`src/rtl/mem_arb_pkg.sv`:
```
// Shared types and address helpers for the two-requester memory arbiter.
// The helpers cover word alignment and the per-size alignment rule.
package mem_arb_pkg;

  typedef enum logic [1:0] {
    BYTE = 2'd0,
    HALF = 2'd1,
    WORD = 2'd2,
    BAD  = 2'd3
  } size_e;

  typedef enum logic [2:0] {
    IDLE = 3'd0,
    RD   = 3'd1,
    WR   = 3'd2,
    RESP = 3'd3,
    ERR  = 3'd4
  } state_e;

  typedef enum logic {
    I = 1'b0,
    D = 1'b1
  } owner_e;

  // Lane k holds byte address+k; lane 0 occupies bits 7:0.
  typedef logic [3:0][7:0] byte_lanes_t;

  function automatic logic [31:0] word_base(input logic [31:0] addr);
    return {addr[31:2], 2'b00};
  endfunction

  // An illegal size is reported here too, so one flag covers both checks.
  function automatic logic misaligned(input size_e size, input logic [1:0] offset);
    logic bad_s;
    case (size)
      BYTE:    bad_s = 1'b0;
      HALF:    bad_s = offset[0];
      WORD:    bad_s = (offset != 2'd0);
      default: bad_s = 1'b1;
    endcase
    return bad_s;
  endfunction

endpackage

```
`src/rtl/mem_lane_align.sv`:
```
// Byte-lane steering: merges store data into an old word for read-modify-write,
// and extracts and extends load data from a read word.
module mem_lane_align
  import mem_arb_pkg::*;
(
  input  logic [31:0] old_word,
  input  logic [31:0] new_data,
  input  logic [1:0]  size,
  input  logic [1:0]  offset,
  input  logic        is_unsigned,
  output logic [31:0] merged_word,
  output logic [31:0] load_data
);

  byte_lanes_t lanes_s;
  byte_lanes_t old_lanes_s;
  logic [7:0]  byte_s;
  logic [15:0] half_s;

  assign old_lanes_s = old_word;
  assign byte_s      = old_lanes_s[offset];
  assign half_s      = {old_lanes_s[{offset[1], 1'b1}], old_lanes_s[{offset[1], 1'b0}]};

  // Store merge: replace only the addressed lanes.
  always_comb begin
    lanes_s = old_word;
    case (size_e'(size))
      BYTE: lanes_s[offset] = new_data[7:0];
      HALF: begin
        lanes_s[{offset[1], 1'b0}] = new_data[7:0];
        lanes_s[{offset[1], 1'b1}] = new_data[15:8];
      end
      WORD:    lanes_s = new_data;
      default: lanes_s = old_word;
    endcase
    merged_word = lanes_s;
  end

  // Load extract with sign or zero extension.
  always_comb begin
    case (size_e'(size))
      BYTE:    load_data = is_unsigned ? {24'h000000, byte_s} : {{24{byte_s[7]}}, byte_s};
      HALF:    load_data = is_unsigned ? {16'h0000, half_s} : {{16{half_s[15]}}, half_s};
      WORD:    load_data = old_word;
      default: load_data = 32'h00000000;
    endcase
  end

endmodule

```
`src/rtl/mem_arbiter.sv`:
```
// Arbitrates instruction fetch and data load/store onto one single-port memory,
// with alignment/range checks and read-modify-write for sub-word stores.
module mem_arbiter
  import mem_arb_pkg::*;
#(
  parameter logic [31:0] MEM_START = 32'd0,
  parameter logic [31:0] MEM_TOP   = 32'd65535
) (
  input  logic        clk,
  input  logic        rst,
  input  logic        i_req_valid,
  output logic        i_req_ready,
  input  logic [31:0] i_req_addr,
  output logic        i_resp_valid,
  output logic [31:0] i_resp_data,
  output logic        i_resp_err,
  input  logic        d_req_valid,
  output logic        d_req_ready,
  input  logic [31:0] d_req_addr,
  input  logic        d_req_we,
  input  logic [1:0]  d_req_size,
  input  logic        d_req_unsigned,
  input  logic [31:0] d_req_wdata,
  output logic        d_resp_valid,
  output logic [31:0] d_resp_rdata,
  output logic        d_resp_err,
  output logic [31:0] mem_addr,
  output logic [31:0] mem_wdata,
  output logic        mem_we,
  input  logic [31:0] mem_rdata
);

  localparam logic [31:0] HI_C   = MEM_TOP - 32'd3;
  localparam logic [31:0] SPAN_C = HI_C - MEM_START;

  state_e      state_r, state_nxt_s;
  owner_e      last_r, owner_r;
  logic [31:0] addr_r, wdata_r;
  size_e       size_r;
  logic        we_r, uns_r;

  logic        idle_s, grant_i_s, grant_d_s, accept_s;
  logic [31:0] acc_addr_s, acc_base_s;
  size_e       acc_size_s;
  logic        acc_we_s, acc_uns_s, acc_err_s;

  logic [31:0] merged_s, load_s;

  logic        i_resp_valid_r, i_resp_valid_nxt_s;
  logic [31:0] i_resp_data_r, i_resp_data_nxt_s;
  logic        i_resp_err_r, i_resp_err_nxt_s;
  logic        d_resp_valid_r, d_resp_valid_nxt_s;
  logic [31:0] d_resp_rdata_r, d_resp_rdata_nxt_s;
  logic        d_resp_err_r, d_resp_err_nxt_s;
  logic [31:0] mem_addr_r, mem_addr_nxt_s;
  logic [31:0] mem_wdata_r, mem_wdata_nxt_s;
  logic        mem_we_r, mem_we_nxt_s;

  // Ties go to whoever was not served last; nothing is granted while in reset.
  assign idle_s      = (state_r == IDLE) && !rst;
  assign grant_i_s   = idle_s && i_req_valid && (!d_req_valid || (last_r == D));
  assign grant_d_s   = idle_s && d_req_valid && !grant_i_s;
  assign accept_s    = grant_i_s || grant_d_s;
  assign i_req_ready = grant_i_s;
  assign d_req_ready = grant_d_s;

  // Select the granted request's fields and run the acceptance checks.
  always_comb begin
    if (grant_i_s) begin
      acc_addr_s = i_req_addr;
      acc_size_s = WORD;
      acc_we_s   = 1'b0;
      acc_uns_s  = 1'b0;
    end else begin
      acc_addr_s = d_req_addr;
      acc_size_s = size_e'(d_req_size);
      acc_we_s   = d_req_we;
      acc_uns_s  = d_req_unsigned;
    end
    acc_base_s = word_base(acc_addr_s);
    // Offsetting by MEM_START turns the two-sided range test into one unsigned compare.
    acc_err_s  = misaligned(acc_size_s, acc_addr_s[1:0]) ||
                 ((acc_base_s - MEM_START) > SPAN_C);
  end

  mem_lane_align u_align (
    .old_word    (mem_rdata),
    .new_data    (wdata_r),
    .size        (size_r),
    .offset      (addr_r[1:0]),
    .is_unsigned (uns_r),
    .merged_word (merged_s),
    .load_data   (load_s)
  );

  // State register.
  always_ff @(posedge clk) begin
    if (rst) begin
      state_r <= IDLE;
    end else begin
      state_r <= state_nxt_s;
    end
  end

  // Request latch and fairness flag.
  always_ff @(posedge clk) begin
    if (rst) begin
      last_r  <= D;
      owner_r <= I;
      addr_r  <= 32'h00000000;
      wdata_r <= 32'h00000000;
      size_r  <= BYTE;
      we_r    <= 1'b0;
      uns_r   <= 1'b0;
    end else if (accept_s) begin
      last_r  <= grant_i_s ? I : D;
      owner_r <= grant_i_s ? I : D;
      addr_r  <= acc_addr_s;
      wdata_r <= d_req_wdata;
      size_r  <= acc_size_s;
      we_r    <= acc_we_s;
      uns_r   <= acc_uns_s;
    end
  end

  // Next state plus the values every output register takes on entry to that state.
  always_comb begin
    state_nxt_s        = state_r;
    i_resp_valid_nxt_s = 1'b0;
    i_resp_data_nxt_s  = 32'h00000000;
    i_resp_err_nxt_s   = 1'b0;
    d_resp_valid_nxt_s = 1'b0;
    d_resp_rdata_nxt_s = 32'h00000000;
    d_resp_err_nxt_s   = 1'b0;
    mem_addr_nxt_s     = 32'h00000000;
    mem_wdata_nxt_s    = 32'h00000000;
    mem_we_nxt_s       = 1'b0;
    case (state_r)
      IDLE: begin
        if (!accept_s) begin
          state_nxt_s = IDLE;
        end else if (acc_err_s) begin
          state_nxt_s        = ERR;
          i_resp_valid_nxt_s = grant_i_s;
          i_resp_err_nxt_s   = grant_i_s;
          d_resp_valid_nxt_s = grant_d_s;
          d_resp_err_nxt_s   = grant_d_s;
        end else if (acc_we_s && (acc_size_s == WORD)) begin
          state_nxt_s     = WR;
          mem_we_nxt_s    = 1'b1;
          mem_addr_nxt_s  = acc_base_s;
          mem_wdata_nxt_s = d_req_wdata;
        end else begin
          state_nxt_s    = RD;
          mem_addr_nxt_s = acc_base_s;
        end
      end
      RD: begin
        if (we_r) begin
          state_nxt_s     = WR;
          mem_we_nxt_s    = 1'b1;
          mem_addr_nxt_s  = word_base(addr_r);
          mem_wdata_nxt_s = merged_s;
        end else if (owner_r == I) begin
          state_nxt_s        = RESP;
          i_resp_valid_nxt_s = 1'b1;
          i_resp_data_nxt_s  = mem_rdata;
        end else begin
          state_nxt_s        = RESP;
          d_resp_valid_nxt_s = 1'b1;
          d_resp_rdata_nxt_s = load_s;
        end
      end
      WR: begin
        state_nxt_s        = RESP;
        d_resp_valid_nxt_s = 1'b1;
      end
      RESP:    state_nxt_s = IDLE;
      ERR:     state_nxt_s = IDLE;
      default: state_nxt_s = IDLE;
    endcase
  end

  // Output registers; reset clears them so an in-flight access is dropped silently.
  always_ff @(posedge clk) begin
    if (rst) begin
      i_resp_valid_r <= 1'b0;
      i_resp_data_r  <= 32'h00000000;
      i_resp_err_r   <= 1'b0;
      d_resp_valid_r <= 1'b0;
      d_resp_rdata_r <= 32'h00000000;
      d_resp_err_r   <= 1'b0;
      mem_addr_r     <= 32'h00000000;
      mem_wdata_r    <= 32'h00000000;
      mem_we_r       <= 1'b0;
    end else begin
      i_resp_valid_r <= i_resp_valid_nxt_s;
      i_resp_data_r  <= i_resp_data_nxt_s;
      i_resp_err_r   <= i_resp_err_nxt_s;
      d_resp_valid_r <= d_resp_valid_nxt_s;
      d_resp_rdata_r <= d_resp_rdata_nxt_s;
      d_resp_err_r   <= d_resp_err_nxt_s;
      mem_addr_r     <= mem_addr_nxt_s;
      mem_wdata_r    <= mem_wdata_nxt_s;
      mem_we_r       <= mem_we_nxt_s;
    end
  end

  assign i_resp_valid = i_resp_valid_r;
  assign i_resp_data  = i_resp_data_r;
  assign i_resp_err   = i_resp_err_r;
  assign d_resp_valid = d_resp_valid_r;
  assign d_resp_rdata = d_resp_rdata_r;
  assign d_resp_err   = d_resp_err_r;
  assign mem_addr     = mem_addr_r;
  assign mem_wdata    = mem_wdata_r;
  assign mem_we       = mem_we_r;

endmodule

```
`config.mk`:
```
export PLATFORM = sky130hd
export DESIGN_NAME = mem_arbiter
export DESIGN_NICKNAME = d
export VERILOG_FILES = /design/src/rtl/mem_arb_pkg.sv /design/src/rtl/mem_lane_align.sv /design/src/rtl/mem_arbiter.sv
export SDC_FILE = /design/constraint.sdc
export NUM_CORES = 1
export LEC_CHECK = 0
export CAP_MARGIN = 10
export CELL_PAD_IN_SITES_DETAIL_PLACEMENT = 0
export CELL_PAD_IN_SITES_GLOBAL_PLACEMENT = 1
export CORE_MARGIN = 8
export CORE_UTILIZATION = 30
export DETAILED_ROUTE_END_ITERATION = 6
export GPL_TIMING_DRIVEN = 0
export PLACE_DENSITY = 0.83
export SETUP_SLACK_MARGIN = 0.15
export SYNTH_ARGS = -nofsm -noshare
export SYNTH_HDL_FRONTEND = slang
export SYNTH_HIERARCHICAL = 1
export SYNTH_SLANG_ARGS = --single-unit
```
`constraint.sdc`:
```
create_clock -name clk -period 2.12 [get_ports clk]
set_input_delay 0.212 -clock clk [delete_from_list [all_inputs] [get_ports clk]]
set_output_delay 0.212 -clock clk [all_outputs]
set_load 0.01 [all_outputs]
```
# ---- After elaboration in Yosys (flattened, before gate mapping)
# Index checks and enable logic that the tools add are counted.
dict set report op_classes {
  order_cmp 7
  n_reduce_logical 22
  n_bitwise 3
  n_eq_ne 6
  n_mux 54
}
# cell n
set op_table {}
lappend op_table {{32-bit two-way mux} 10}
lappend op_table {{32-bit case mux with 3 select lines} 2}
lappend op_table {{32-bit case mux with 2 select lines} 2}
lappend op_table {{32-bit bitwise mux} 3}
lappend op_table {{8-bit two-way mux} 8}
lappend op_table {{32-bit by 16-bit greater-than comparator with 1-bit output, second input constant} 1}
lappend op_table {{8-bit binary-select mux with 2-bit select} 1}
lappend op_table {{8-bit demux with 1-bit select} 2}
lappend op_table {{8-bit demux with 2-bit select} 1}
lappend op_table {{1-bit two-way mux} 16}
lappend op_table {{1-bit logical AND} 9}
lappend op_table {{2-bit by 3-bit less-than comparator with 1-bit output, second input constant} 3}
lappend op_table {{3-bit case mux with 3 select lines} 1}
lappend op_table {{4-bit OR reduction} 2}
lappend op_table {{2-bit by 1-bit greater-or-equal comparator with 1-bit output, second input constant} 3}
lappend op_table {{3-bit two-way mux} 2}
lappend op_table {{1-bit case mux with 3 select lines} 2}
lappend op_table {{2-bit by 1-bit equality test with 1-bit output, second input constant} 2}
lappend op_table {{2-bit equality test, second input constant} 2}
lappend op_table {{2-bit zero test} 2}
lappend op_table {{2-bit two-way mux} 2}
lappend op_table {{1-bit case mux with 2 select lines} 2}
lappend op_table {{3-bit by 1-bit equality test with 1-bit output, second input constant} 1}
lappend op_table {{3-bit by 2-bit equality test with 1-bit output, second input constant} 1}
lappend op_table {{6 further kinds} 12}
dict set report totals {
  inputBits 136
  regBits 206
  output_inout_bits 135
}

# ---- Logic depth before layout (Yosys ltp)
# Gate-level depths: netlist of run 1.
dict set report logic_depth {
  depth_word 11
  ltp_mapped 8
  depth_no_buf 6
}

# ---- By module
# The synthesis of run 1 kept the hierarchy.
# mod seq_area_each_um2 n_inst cells_per_inst area_per_inst_um2
set modules_own_cells {}
lappend modules_own_cells {mem_arbiter 4083.9 1 666 6655.1}
lappend modules_own_cells {mem_lane_align 0.0 1 247 1719.1}

# ---- Least setup slack after synthesis of run 1
# OpenSTA, ideal clock, no wires.
dict set report synth_path {
  kind {input to register}
  startpoint {in rst}
  endpoint {reg mem_addr_r[10] (netlist: mem_addr[10])}
  required_ps 2051
  slack_ps 298
  t_arrival_ps 1753
  setup_time_ps 69
  stages 7
  cell_sequence {buf_6 > nor4_4 > nand3_2 > or3_4 > a21o_1 > buf_2 > o21ai_1}
}
dict set report synth_between {
  elab_chain_len 11
}
# element line
set synth_lines {}
lappend synth_lines {{start, declared} mem_arbiter.sv:10} ;# input logic rst,
lappend synth_lines {{branches (longest 11 deep; another with 32-bit by 16-bit greater-than comparator with 1-bit output)} --}
lappend synth_lines {{end signal, assigned} mem_arbiter.sv:203} ;# mem_addr_r <= mem_addr_nxt_s;
lappend synth_lines {{end, declared} mem_arbiter.sv:55} ;# logic [31:0] mem_addr_r, mem_addr_nxt_s;
# Parallel ways; which one is timed is not known.
# A chain may end at the register's enable or synchronous reset.

# ---- Worst setup path in the final report of run 1
dict set report layout_path {
  startpoint {reg state_r[1]}
  endpoint {reg mem_wdata_r[30] (netlist: mem_wdata[30])}
}
dict set report layout_between {
  elab_chain_len 11
}
# element line
set layout_lines {}
lappend layout_lines {{start, declared} mem_arbiter.sv:36} ;# state_e state_r, state_nxt_s;
lappend layout_lines {{start signal, assigned} mem_arbiter.sv:101} ;# state_r <= state_nxt_s;
lappend layout_lines {{branches (longest 10 deep; another with 32-bit by 16-bit greater-than comparator with 1-bit output)} --}
lappend layout_lines {{32-bit case mux with 2 select lines *} mem_arbiter.sv:138} ;# case (state_r)
lappend layout_lines {{end signal, assigned} mem_arbiter.sv:204} ;# mem_wdata_r <= mem_wdata_nxt_s;
lappend layout_lines {{end, declared} mem_arbiter.sv:56} ;# logic [31:0] mem_wdata_r, mem_wdata_nxt_s;
# Mark *: on every way between the ends.

==> results.toml, run 1 <==
[drt]
avgRoutedWirePerCell_um = 19.7
via_count = 7955
vias_per_cell = 4.92
postRouteAntennaNets = 0
drt_pass1_iterations = 5
drt-initial-drc-count = 411
route.detailed.drc = 0
routed_wl_mm = 31.9

[setup_path]
crit_family = "simple AND/OR/NAND/NOR gates"
r2r_slack_ns = 0.06
path_buf_inv = 4
start_kind = "flip-flop"
arrival_ns = 2.49
endpoint_kind = "flip-flop"
r2r-end = "mem_wdata[30]"
reg2reg_depth = 9
crit_slowest_cell = "or3_4"
critPathKind = "flip-flop to flip-flop"
r2r-start = "state_r[1]"
critPathMaxStageDelay_ns = 0.36
path_max_fanout = 7
path_cells = "nor4_4 -> buf_4 -> nand3_4 -> buf_6 -> or3_4 -> a21oi_4 -> buf_12 -> buf_8 -> a22o_1"
cp_data_required_time_ns = 2.55

[cells_and_area]
drive_gt1_frac = 0.135
fin_area_sq_um = 12700
diodes = 0
finalNonFillerCells = 1618
areaGrowthSynthToFinish_pct = 52.1
utilization = 0.461
nNetsFinal = 1361

[power]
vdd_drop_max_mv = 0.609
p_total_mw = 9.22
p_leak_nw = 4.82
p_per_area_nw_per_um2 = 724
combinationalPowerShare = 0.146
sw_frac_of_total = 0.256
power_switching_mw = 2.36
pwr-share-seq = 0.436
clock_power_share = 0.418
p_int_mw = 6.86

[hold_path]
hold_start = "rst"
min_path_type = "input pin to flip-flop"
worstHoldEndpoint = "d_resp_valid"
hold_depth = 2

[clocking]
clk_latency_ns = 0.52
clock_sinks = 204
root_buffer = "clkbuf_16"
ctsHtreeMaxLevel = 1
cts_buffers = 22
cts_tree = "built"
clock_path_buffers = 3
ctsHoldBuffers = 0
clk_pin_slew_worst_paths_ns = 0.06

[timing]
max_freq_ghz = 0.486
min_period_ns = 2.06
fin_tns_setup_ns = 0
worstMarginPinSlew_ns = 0.661
period_share = 0.970
slew_headroom = 0.556
rsz0062_at_grt = "true"
drv_slew = 0
skew_ns = 0.0246
setup_viol = 0
hold_viol_final = 0

[grt]
track_usage = 0.180
grt_pass1_wl_mm = 47.1
grt_pass1_vias = 8021
antenna_found_initial = 1
grt_overflow_total = 0
grt_max_degree = 14

[floorplan]
ioPinCount = 271
die_y_um = 183
die_area_sq_um = 33500
die_x_um = 183
row_count = 61
coreArea_sq_um = 27600
initial_core_util = 0.303

[logic_synthesis]
syn_area_sq_um = 8370
ys_warn_count = 6
synth-seq-cells = 204
syn_area_per_cell_sq_um = 9.17
yosysTopAreaCellShare = 0.488
synth_edf_count = 0
postSynth.asyncResetShare = 0
synthTopCellsByCount = "204 x dfxtp_1, 126 x nand2_1, 81 x and2_1"
yosysUniqueCellTypes = 48
synth_area_leaders = "dfxtp_1 49%, and2_1 6.1%, nand2_1 5.6%"
yosysSeqAreaShare = 0.488
syn-instance-count = 913
synth_top_cell_by_area = "dfxtp_1"
synth_flop_cell = "dfxtp_1"
synth_most_common_cell = "dfxtp_1"

[placement]
place_area_sq_um = 11500
hpwl_mm = 24.7
dp.cells = 1559
io_buffer_count = 267
gp_congestion = 0.963

[job]
cap_violations = 0

[status]
status = "completed"
[state kept, by name, indices dropped and copies added (netlist names)]
signal,count
mem_wdata,32
size_r,2
i_resp_data,32
we_r,1
d_resp_valid,1
i_resp_err,1
mem_we,1
uns_r,1
owner_r,1
wdata_r,32
d_resp_rdata,32
last_r,1
d_resp_err,1
state_r,3
mem_addr,30
addr_r,32
i_resp_valid,1
[power groups by stage]
stage          registers, mW  logic [mW]  clock network [mW]
6_report                4.02        1.35                3.86
5_1_grt                 4.03        1.45                4.11
4_1_cts                 4.01        1.30                3.96
3_5_place_dp            4.10        1.25                   0
3_3_place_gp            4.10        1.24                   0
2_1_floorplan           4.06       0.689                   0
[per-layer routing]
metal	track usage	share of wire	wire length, um	up-vias
met4	0.0592	0.032	1010	2
met5	0	0.00041	13	-
met2	0.311	0.46	14800	346
met3	0.0586	0.090	2880	64
li1	-	-	-	3847
met1	0.207	0.41	13200	3696
[logic make-up (layout without fill, tap and decap cells)]
logic type | count (synthesis) | after routing | share of synthesized area
other cells | 1 | 2 | 0.000448
buf+inv | 86 | 412 | 0.0469
simple gates | 325 | 325 | 0.192
mux | 50 | 50 | 0.0616
flops | 204 | 204 | 0.488
compound gates | 247 | 247 | 0.212
[area by class of cell]
| class | count | area (sq um) |
|---|---|---|
| sequential | 204 | 4090 |
| clock buffer | 31 | 654 |
| multi-input combinational | 624 | 4070 |
| tap | 378 | 473 |
| buffer | 76 | 450 |
| timing repair buffer | 287 | 2880 |
| inverter | 10 | 42.5 |
| fill | 2744 | 14900 |
| clock inverter | 8 | 82.6 |
[worst max path at each step]
stage / startpoint / to / slack [ns] / cells past startpoint
3_3_place_gp: d_req_addr[19] / mem_wdata[30] / -0.38 / 7
4_1_cts: state_r[2] / i_req_ready / 0.05 / 6
5_1_grt: state_r[1] / mem_wdata[30] / -0.02 / 9
3_5_place_dp: d_req_addr[19] / mem_wdata[30] / -0.40 / 7
2_1_floorplan: rst / mem_addr[10] / 0.30 / 7
6_report: state_r[1] / mem_wdata[30] / 0.06 / 9
[cell usage in the layout (no fill, tap or decap), types with 9 or more instances in the layout]
cell             instances
nand2_1                126
clkbuf_1                29
buf_4                   19
a22oi_1                 14
and2_1                  81
a21oi_1                 68
o21ai_0                 14
buf_6                    9
a311oi_1                29
mux2_2                  12
mux2i_1                 28
clkdlybuf4s50_1        265
nor3_1                  11
buf_2                   13
a22o_1                  32
nor2b_1                 22
o21ai_2                 13
a21o_2                  10
clkbuf_2                16
o21a_1                   9
dfxtp_1                202
clkbuf_16               23
a221o_1                 11
nor2_1                  52
a211oi_1                19
[what timing repair did]
action,CTS,global route
gates cloned,1,1
buffers inserted,14,4
setup endpoints to repair,134,141
hold endpoints to repair,0,0
pin swaps,6,8
resized for setup,48,68
[stage by stage]
stage	hold WS [ns]	setup WS (ns)
final	0.0129	0.0643
after global routing	0.0319	-0.0155
after CTS	0.0133	0.0521
after detailed placement	0.441	-0.397
after global placement	0.435	-0.382
after floorplan	0.334	0.298
No activity file was read; power rests on OpenSTA's default activity.
==> run 2: changes to the inputs <==
Settings changed: CORE_UTILIZATION 30 to 34, PLACE_DENSITY 0.83 to 0.91.
==> run 2 against run 1 <==
Compared with the run above:
- utilization is 6.6 points higher
- first-iteration DRC count is 40% higher
- sequential cell count unchanged
- clock skew decreased by 0.0024 ns
- die area decreased by 11%
- via count grew 1.6%
- combinational power up 3%
- count of clock-buffer cells in the layout fell by 2
- non-clock buffer count grew 4
- sequential share of layout area down 0.14 points
- hold slack improved by 0.0040 ns
==> results.toml, run 2 (synthesis gave the netlist of run 1 again) <==
[status]
status = "completed"

[drt]
avgRoutedWirePerCell_um = 20.4
vias_per_cell = 5.15
routed_wl_mm = 32.1
via_count = 8080
drt_pass1_iterations = 5
drt-initial-drc-count = 574
route.detailed.drc = 0
postRouteAntennaNets = 0

[placement]
hpwl_mm = 24.2
dp.cells = 1505
gp_congestion = 0.920
pre_cts_slack_ns = -0.362
place_area_sq_um = 11500
io_buffer_count = 267

[grt]
antenna_found_initial = 2
track_usage = 0.204
grt_pass1_wl_mm = 48.9
grt_max_degree = 15
grt_pass1_vias = 8359
grt_overflow_total = 0

[power]
p_leak_nw = 4.86
p_total_mw = 9.61
p_per_area_nw_per_um2 = 751
vdd_drop_max_mv = 0.655

[floorplan]
die_x_um = 173
row_count = 57
ioPinCount = 271
coreArea_sq_um = 24200
die_area_sq_um = 29900
initial_core_util = 0.345
die_y_um = 173

[cells_and_area]
diodes = 0
finalNonFillerCells = 1570
mostFrequentLayoutCell = "clkdlybuf4s50_1"
drive_gt1_frac = 0.134
fin_area_sq_um = 12800
utilization = 0.527
nNetsFinal = 1366
areaGrowthSynthToFinish_pct = 52.7
most-common-layout-cells = "265 x clkdlybuf4s50_1, 203 x dfxtp_1, 126 x nand2_1"

[clocking]
root_buffer = "clkbuf_16"
clk_latency_ns = 0.52
cts_buffers = 23
ctsHtreeMaxLevel = 1
clk_pin_slew_worst_paths_ns = 0.06
cts_tree = "built"
ctsHoldBuffers = 0
clock_path_buffers = 3
clock_sinks = 204

[timing]
fin_tns_setup_ns = 0
period_share = 0.985
slew_headroom = 0.562
hold_slack_ns = 0.0169
skew_ns = 0.0223
max_freq_ghz = 0.479
rsz0062_at_grt = "true"
drv_slew = 0
worstMarginPinSlew_ns = 0.652
min_period_ns = 2.09
setup_viol = 0
fin_ws_ns = 0.0324
hold_viol_final = 0

[setup_path]
endpoint_kind = "flip-flop"
arrival_ns = 2.52
path_max_fanout = 6
cp_data_required_time_ns = 2.55
critPathKind = "flip-flop to flip-flop"
start_kind = "flip-flop"

[job]
cap_violations = 0

[hold_path]
min_path_type = "input pin to flip-flop"
-- run 2: cell types whose count changed in the layout (fill, tap and decap cells not counted), sizes merged --
cell,delta
buf,+6
clkbuf,-4
bufinv,+3
inv,+1
-- run 2: final timing paths --
| check | startpoint | depth (start not counted) | end | slack [ns] |
|---|---|---|---|---|
| setup / recovery | state_r[2] | 9 | mem_wdata[27] | 0.03 |
| hold / removal | rst | 2 | d_resp_valid | 0.02 |
| setup reg to reg | state_r[2] | 9 | mem_wdata[27] | 0.03 |
| hold reg to reg | addr_r[11] | 2 | mem_addr[11] | 0.45 |
-- run 2: final cells by class --
class | count | area, sq um
multi-input combinational | 624 | 4080
clock buffer | 29 | 628
fill | 2266 | 11500
sequential | 204 | 4090
clock inverter | 12 | 166
buffer | 76 | 474
tap | 324 | 405
inverter | 10 | 42.5
timing repair buffer | 291 | 2900
-- run 2: routing by layer --
layer  track usage  up-vias  routed length, um
met1         0.240     3774              12800
met2         0.338      385              14800
met4        0.0805        4               1420
met3        0.0673       74               3040
li1              -     3843                  -
met5             0        -                 27
-- run 2: where the power goes --
| group | switching [mW] | total, mW | internal [mW] |
|---|---|---|---|
| Sequential | 0.0844 | 4.02 | 3.93 |
| Clock | 1.62 | 4.20 | 2.58 |
| Combinational | 0.700 | 1.39 | 0.687 |
| Total | 2.40 | 9.61 | 7.20 |
-- run 2: critical path, cell delays in order, from the launching register on --
cell	delay, ns
dfxtp_2	0.34
nor4_4	0.29
buf_4	0.19
nand3_4	0.10
buf_6	0.14
or3_4	0.36
a21oi_4	0.16
buf_12	0.15
buf_8	0.12
a22o_1	0.16
-- run 2: repair_timing --
item,in CTS,in global routing
pin swaps,7,2
gates cloned,1,1
setup buffers,11,11
gates resized for setup,51,79
endpoints found under the setup margin,125,160
